$ cat src/rtl/seg7_pkg.sv
// Shared constants for the 7-segment frame reader: character codes, segment
// patterns, the canonical HELLO word and the collector state encoding.
package seg7_pkg;

   localparam logic [2:0] CH_H     = 3'd0;
   localparam logic [2:0] CH_E     = 3'd1;
   localparam logic [2:0] CH_L     = 3'd2;
   localparam logic [2:0] CH_O     = 3'd3;
   localparam logic [2:0] CH_BLANK = 3'd4;
   localparam logic [2:0] CH_BAD   = 3'd7;

   // Active-low patterns, bit order {g,f,e,d,c,b,a}
   localparam logic [6:0] SEG_H     = 7'b0001001;
   localparam logic [6:0] SEG_E     = 7'b0000110;
   localparam logic [6:0] SEG_L     = 7'b1000111;
   localparam logic [6:0] SEG_O     = 7'b1000000;
   localparam logic [6:0] SEG_BLANK = 7'b1111111;

   localparam logic [14:0] HELLO_WORD = {CH_H, CH_E, CH_L, CH_L, CH_O};

   typedef enum logic [0:0] {
      ST_IDLE    = 1'b0,
      ST_COLLECT = 1'b1
   } state_e;

   // Rotate a five-character word left by r character positions (r in 0..4).
   function automatic logic [14:0] rotl_word(input logic [14:0] w, input int r);
      logic [14:0] t;
      t = w;
      for (int i = 0; i < 4; i++) begin
         if (i < r) t = {t[11:0], t[14:12]};
      end
      return t;
   endfunction

endpackage

$ cat src/rtl/seg7_to_char.sv
// Combinational decode of one active-low 7-segment pattern to its character
// code; unknown patterns yield CH_BAD with bad_o set.
module seg7_to_char
   import seg7_pkg::*;
(
   input  logic [6:0] seg_i,
   output logic [2:0] code_o,
   output logic       bad_o
);

   always_comb begin
      code_o = CH_BAD;
      bad_o  = 1'b0;
      case (seg_i)
         SEG_H:     code_o = CH_H;
         SEG_E:     code_o = CH_E;
         SEG_L:     code_o = CH_L;
         SEG_O:     code_o = CH_O;
         SEG_BLANK: code_o = CH_BLANK;
         default:   bad_o  = 1'b1;
      endcase
   end

endmodule

$ cat src/rtl/seg7_frame_decoder.sv
// Collects five scanned 7-segment digits (HEX4..HEX0) into a 15-bit frame and
// hands it out over valid/ready. Define SEG7_DEC_ROT_EN to build the HELLO
// rotation comparator; otherwise rot is tied to 3'b111.
module seg7_frame_decoder
   import seg7_pkg::*;
#(
   parameter int DIGITS = 5
) (
   input  logic        CLOCK_50,
   input  logic        Resetn,
   input  logic [6:0]  seg_in,
   input  logic [2:0]  digit_sel,
   input  logic        seg_valid,
   input  logic        frame_start,
   output logic [14:0] char_out,
   output logic [2:0]  rot,
   output logic        frame_valid,
   input  logic        out_ready,
   output logic        illegal,
   output logic        seq_err,
   output logic        overrun
);

   localparam logic [2:0] TOP_IDX = 3'(DIGITS - 1);

   logic [2:0]       code;
   logic             bad;
   state_e           state_q, state_d;
   logic [2:0]       exp_q, exp_d;
   logic [4:0][2:0]  frame_q, frame_d;
   logic [14:0]      char_q, char_d;
   logic             fv_q, fv_d;
   logic             illegal_q, illegal_d;
   logic             seq_err_q, seq_err_d;
   logic             overrun_q, overrun_d;
   logic             start_hit;
   logic             complete;
   logic             load;

   seg7_to_char u_dec (
      .seg_i  (seg_in),
      .code_o (code),
      .bad_o  (bad)
   );

   assign start_hit = seg_valid && frame_start && (digit_sel == TOP_IDX);

   always_comb begin
      state_d   = state_q;
      exp_d     = exp_q;
      frame_d   = frame_q;
      complete  = 1'b0;
      seq_err_d = 1'b0;
      illegal_d = seg_valid && bad;
      if (start_hit) begin
         // A qualified HEX4 strobe (re)starts a frame from any state.
         frame_d[TOP_IDX] = code;
         exp_d            = TOP_IDX - 3'd1;
         state_d          = ST_COLLECT;
      end else if (seg_valid && state_q == ST_COLLECT) begin
         if (!frame_start && digit_sel == exp_q) begin
            frame_d[exp_q] = code;
            if (exp_q == 3'd0) begin
               complete = 1'b1;
               state_d  = ST_IDLE;
               exp_d    = TOP_IDX;
            end else begin
               exp_d = exp_q - 3'd1;
            end
         end else begin
            seq_err_d = 1'b1;
            state_d   = ST_IDLE;
            exp_d     = TOP_IDX;
         end
      end
   end

   always_comb begin
      load      = complete && (!fv_q || out_ready);
      char_d    = char_q;
      fv_d      = fv_q;
      overrun_d = overrun_q;
      if (load) begin
         char_d = frame_d;
         fv_d   = 1'b1;
      end else begin
         if (complete) overrun_d = 1'b1;
         if (fv_q && out_ready) fv_d = 1'b0;
      end
   end

`ifdef SEG7_DEC_ROT_EN
   logic [2:0] rot_q, rot_d, rot_calc;

   always_comb begin
      rot_calc = 3'b111;
      for (int r = 0; r < DIGITS; r++) begin
         if (frame_d == rotl_word(HELLO_WORD, r)) rot_calc = 3'(r);
      end
      rot_d = load ? rot_calc : rot_q;
   end

   always_ff @(posedge CLOCK_50 or negedge Resetn) begin
      if (!Resetn) rot_q <= 3'b111;
      else         rot_q <= rot_d;
   end

   assign rot = rot_q;
`else
   assign rot = 3'b111;
`endif

   always_ff @(posedge CLOCK_50 or negedge Resetn) begin
      if (!Resetn) begin
         state_q   <= ST_IDLE;
         exp_q     <= TOP_IDX;
         frame_q   <= '0;
         char_q    <= '0;
         fv_q      <= 1'b0;
         illegal_q <= 1'b0;
         seq_err_q <= 1'b0;
         overrun_q <= 1'b0;
      end else begin
         state_q   <= state_d;
         exp_q     <= exp_d;
         frame_q   <= frame_d;
         char_q    <= char_d;
         fv_q      <= fv_d;
         illegal_q <= illegal_d;
         seq_err_q <= seq_err_d;
         overrun_q <= overrun_d;
      end
   end

   assign char_out    = char_q;
   assign frame_valid = fv_q;
   assign illegal     = illegal_q;
   assign seq_err     = seq_err_q;
   assign overrun     = overrun_q;

endmodule

$ cat config.mk
export PLATFORM = sky130hd
export DESIGN_NAME = seg7_frame_decoder
export DESIGN_NICKNAME = d
export VERILOG_FILES = /design/src/rtl/seg7_pkg.sv /design/src/rtl/seg7_to_char.sv /design/src/rtl/seg7_frame_decoder.sv
export SDC_FILE = /design/constraint.sdc
export NUM_CORES = 1
export LEC_CHECK = 0
export CAP_MARGIN = 10
export CELL_PAD_IN_SITES_DETAIL_PLACEMENT = 1
export CELL_PAD_IN_SITES_GLOBAL_PLACEMENT = 1
export CORE_MARGIN = 8
export CORE_UTILIZATION = 36
export DETAILED_ROUTE_END_ITERATION = 6
export PLACE_DENSITY_LB_ADDON = 0.1
export SYNTH_ARGS = -nofsm -noshare
export SYNTH_HDL_FRONTEND = slang
export SYNTH_SLANG_ARGS = --single-unit
$ cat constraint.sdc
create_clock -name CLOCK_50 -period 2.2 [get_ports CLOCK_50]
set_input_delay 0.55 -clock CLOCK_50 [delete_from_list [all_inputs] [get_ports CLOCK_50]]
set_output_delay 0.55 -clock CLOCK_50 [all_outputs]
set_load 0.01 [all_outputs]
==> summary.txt <==
Finish
  • Most frequent cells in the layout: dfrtp_1, buf_4, clkdlybuf4s50_1
  • Post-layout util: between 50% and 60%
  • Share of cells above drive strength 1: 48.0%
  • Final #Nets: 213
  • Fillers: just under 500
  • Most common cell after layout, fill and taps aside: dfrtp_1
  • Diodes inserted: 0
  • Area Overhead vs Synth: 51.0%

Routing
  • DRT Pass-1 Iters: 4
  • Vias per cell: about 5.3
  • DRC Markers: 0
  • Via count: between 1,000 and 1,500
  • Antenna viol nets, final: 0
  • Per-cell routed wire length: between 15 and 20 µm
  • DRT iter0 DRCs: 39
  • WL final: 4820 µm

Timing
  • Count of final setup violators: 3
  • Slew Viols, Final: 0
  • Final Hold Fails: 0
  • Worst hold slack: about 0.48 ns
  • Tmin final: between 2 and 2.5 ns
  • Skew final: approximately 0.0045 ns
  • Post-route setup slack: -0.0123 ns
  • F_max: ~450 MHz
  • Period utilization: 101%
  • RSZ-0062 raised after global routing: true

Synthesis
  • Netlist cell types: 39
  • Ys async rst share: 100%
  • Netlist Area Pre-Place: between 1500 and 2000 µm²
  • Sequential fraction of the synthesis area: between 50% and 60%
  • Mean Syn Cell Area: 13.4 µm²
  • EDFF count, synth: 0
  • FF+latch count, synth: 38
  • Ys Warns: 0
  • Commonest register cell after synthesis: dfrtp_1
  • Mapped Cells: 130

Clock network
  • Clock Latency Late Sink: around 0.29 ns
  • Num CTS Buffers: 5
  • Clk sinks: 38
  • Clock transition at path regs: approximately 0.07 ns
  • CTS tree: done
  • Root Driver: clkbuf_8
  • Worst-case clock buffer depth: 2
  • Htree depth: 2

Pwr
  • Power Density: between 600 and 700 nW/µm²
  • Leakage: about 1.2 nW
  • Worst VDD drop: 330 µV
  • Tot Pwr: roughly 1.7 mW

Critical path
  • Crit path required time: between 2 and 2.5 ns
  • Crit-path slowest cell: or4_4
  • CP top delay family: simple AND/OR/NAND/NOR gates
  • CP Cell Sequence: xor2_1 -> or4_4 -> nor4b_4 -> mux2_4 -> mux2_2
  • Worst R2R Setup Slack: -0.01 ns
  • Levels on crit path: 5
  • Setup crit start kind: flip-flop
  • Largest stage delay, worst path: 0.58 ns
  • Buffers and inverters on the worst path: 0
  • Crit path capture type: flip-flop
  • Depth of the worst register-to-register path: 5
  • Crit Path Max Fanout: 3
  • Critical path arrival: 2.39 ns
  • Critical path class: flip-flop to flip-flop

Hold path
  • HP Class: flip-flop to flip-flop
  • Hold Crit Depth: 1

Status
  • Outcome: complete, but fails checks
  • Failing checks: negative setup slack

Floorplan
  • Die Area: around 7300 µm²
  • Row cnt: 25
  • I/O pin total: 37
  • Die W: roughly 86 µm
  • Core Region: around 4700 µm²
  • Die height: 85.6 µm
  • Initial Utilization: around 37%

GRT
  • First-pass GRT wire length: about 8000 µm
  • Remaining global-route overflow: 0
  • Total GRT Usage: 14.1%
  • Initial antenna violation count: 0
  • Vias in the first global route: 1,482
  • Largest net degree at the start of global routing: 39

Placement
  • Setup Slack @ Placement: -0.677 ns
  • HPWL after DPL: around 3200 µm
  • Port bufs: 33
  • GPL Wtd Cong: about 0.87

Flow run
  • MaxCap Viol Count: 0
-- per-stage QoR --
stage / std cells / cell area [µm²] / TNS, ns
after floorplan: 132 / 1780 / -0.184
after CTS: 249 / 2570 / -0.328
after detailed placement: 237 / 2330 / -15.87
after global routing: 252 / 2640 / -0.224
final: 252 / 2640 / -0.0256
after global placement: 237 / 2330 / -14.51
-- power breakdown --
part	total, mW	switching (mW)	internal [mW]
Sequential	0.775	0.0272	0.748
Clock	0.492	0.239	0.253
Combinational	0.394	0.200	0.194
-- what timing repair did --
action,CTS,global route
setup endpoints to repair,30,15
buffers inserted,5,3
hold buffers,0,0
pin swaps,10,13
cloned,0,0
gates resized for setup,38,15
-- worst paths after layout --
kind                           from     endpoint
setup / recovery           exp_q[0]  char_out[7]
hold / removal              overrun      overrun
setup reg to reg           exp_q[0]  char_out[7]
hold reg to reg             overrun      overrun
max in group asynchronous    Resetn     exp_q[2]
min in group asynchronous    Resetn      illegal
-- sequential cells by signal, indices dropped and copies added (netlist names) --
register	flops
char_out	15
frame_q	15
exp_q	3
frame_valid	1
illegal	1
overrun	1
seq_err	1
state_q	1
-- area by class of cell --
class	count	area [µm²]	share of cell area (%)
inverter	2	7.51	0.285
clock buffer	7	86.3	3.27
multi-input combinational	86	947	35.9
sequential	38	952	36.1
tap	54	67.6	2.56
timing repair buffer	64	571	21.6
clock inverter	1	5.00	0.190
-- synthesized netlist by cell type (2+ instances only) --
cell type | n | area [µm²]
nor3_1 | 5 | 25.0
a21oi_1 | 2 | 10.0
buf_2 | 2 | 10.0
dfrtp_1 | 37 | 926
nand3_1 | 5 | 25.0
nor4_1 | 2 | 12.5
inv_1 | 2 | 7.51
xor2_1 | 3 | 26.3
and2_1 | 2 | 12.5
buf_4 | 3 | 22.5
nand2_1 | 6 | 22.5
o21bai_1 | 2 | 15.0
mux2_2 | 29 | 327
nor4_4 | 2 | 42.5
or3_2 | 2 | 15.0
nor2_1 | 3 | 11.3
-- cells by family after synthesis --
| group | synth area share [%] |
|---|---|
| buffers and inverters | 2.51 |
| AND/OR/NAND/NOR | 16.3 |
| XOR/XNOR | 1.51 |
| other | 0.215 |
| multiplexers | 19.6 |
| flip-flops | 54.6 |
| adder cells (fa/ha/maj) | 0.717 |
| AO/OA/AOI/OAI | 4.66 |
-- metal layers --
| layer | wire length [µm] | up-vias | global-route usage [%] | part of all wire (%) |
|---|---|---|---|---|
| met1 | 1960 | 679 | 16.0 | 41 |
| li1 | - | 606 | - | - |
| met2 | 2490 | 34 | 24.2 | 52 |
| met3 | 320 | 6 | 4.97 | 6.6 |
| met4 | 49 | 0 | 4.46 | 1.0 |
| met5 | 0 | - | 0 | 0 |
(Power assumes the default switching activity.)
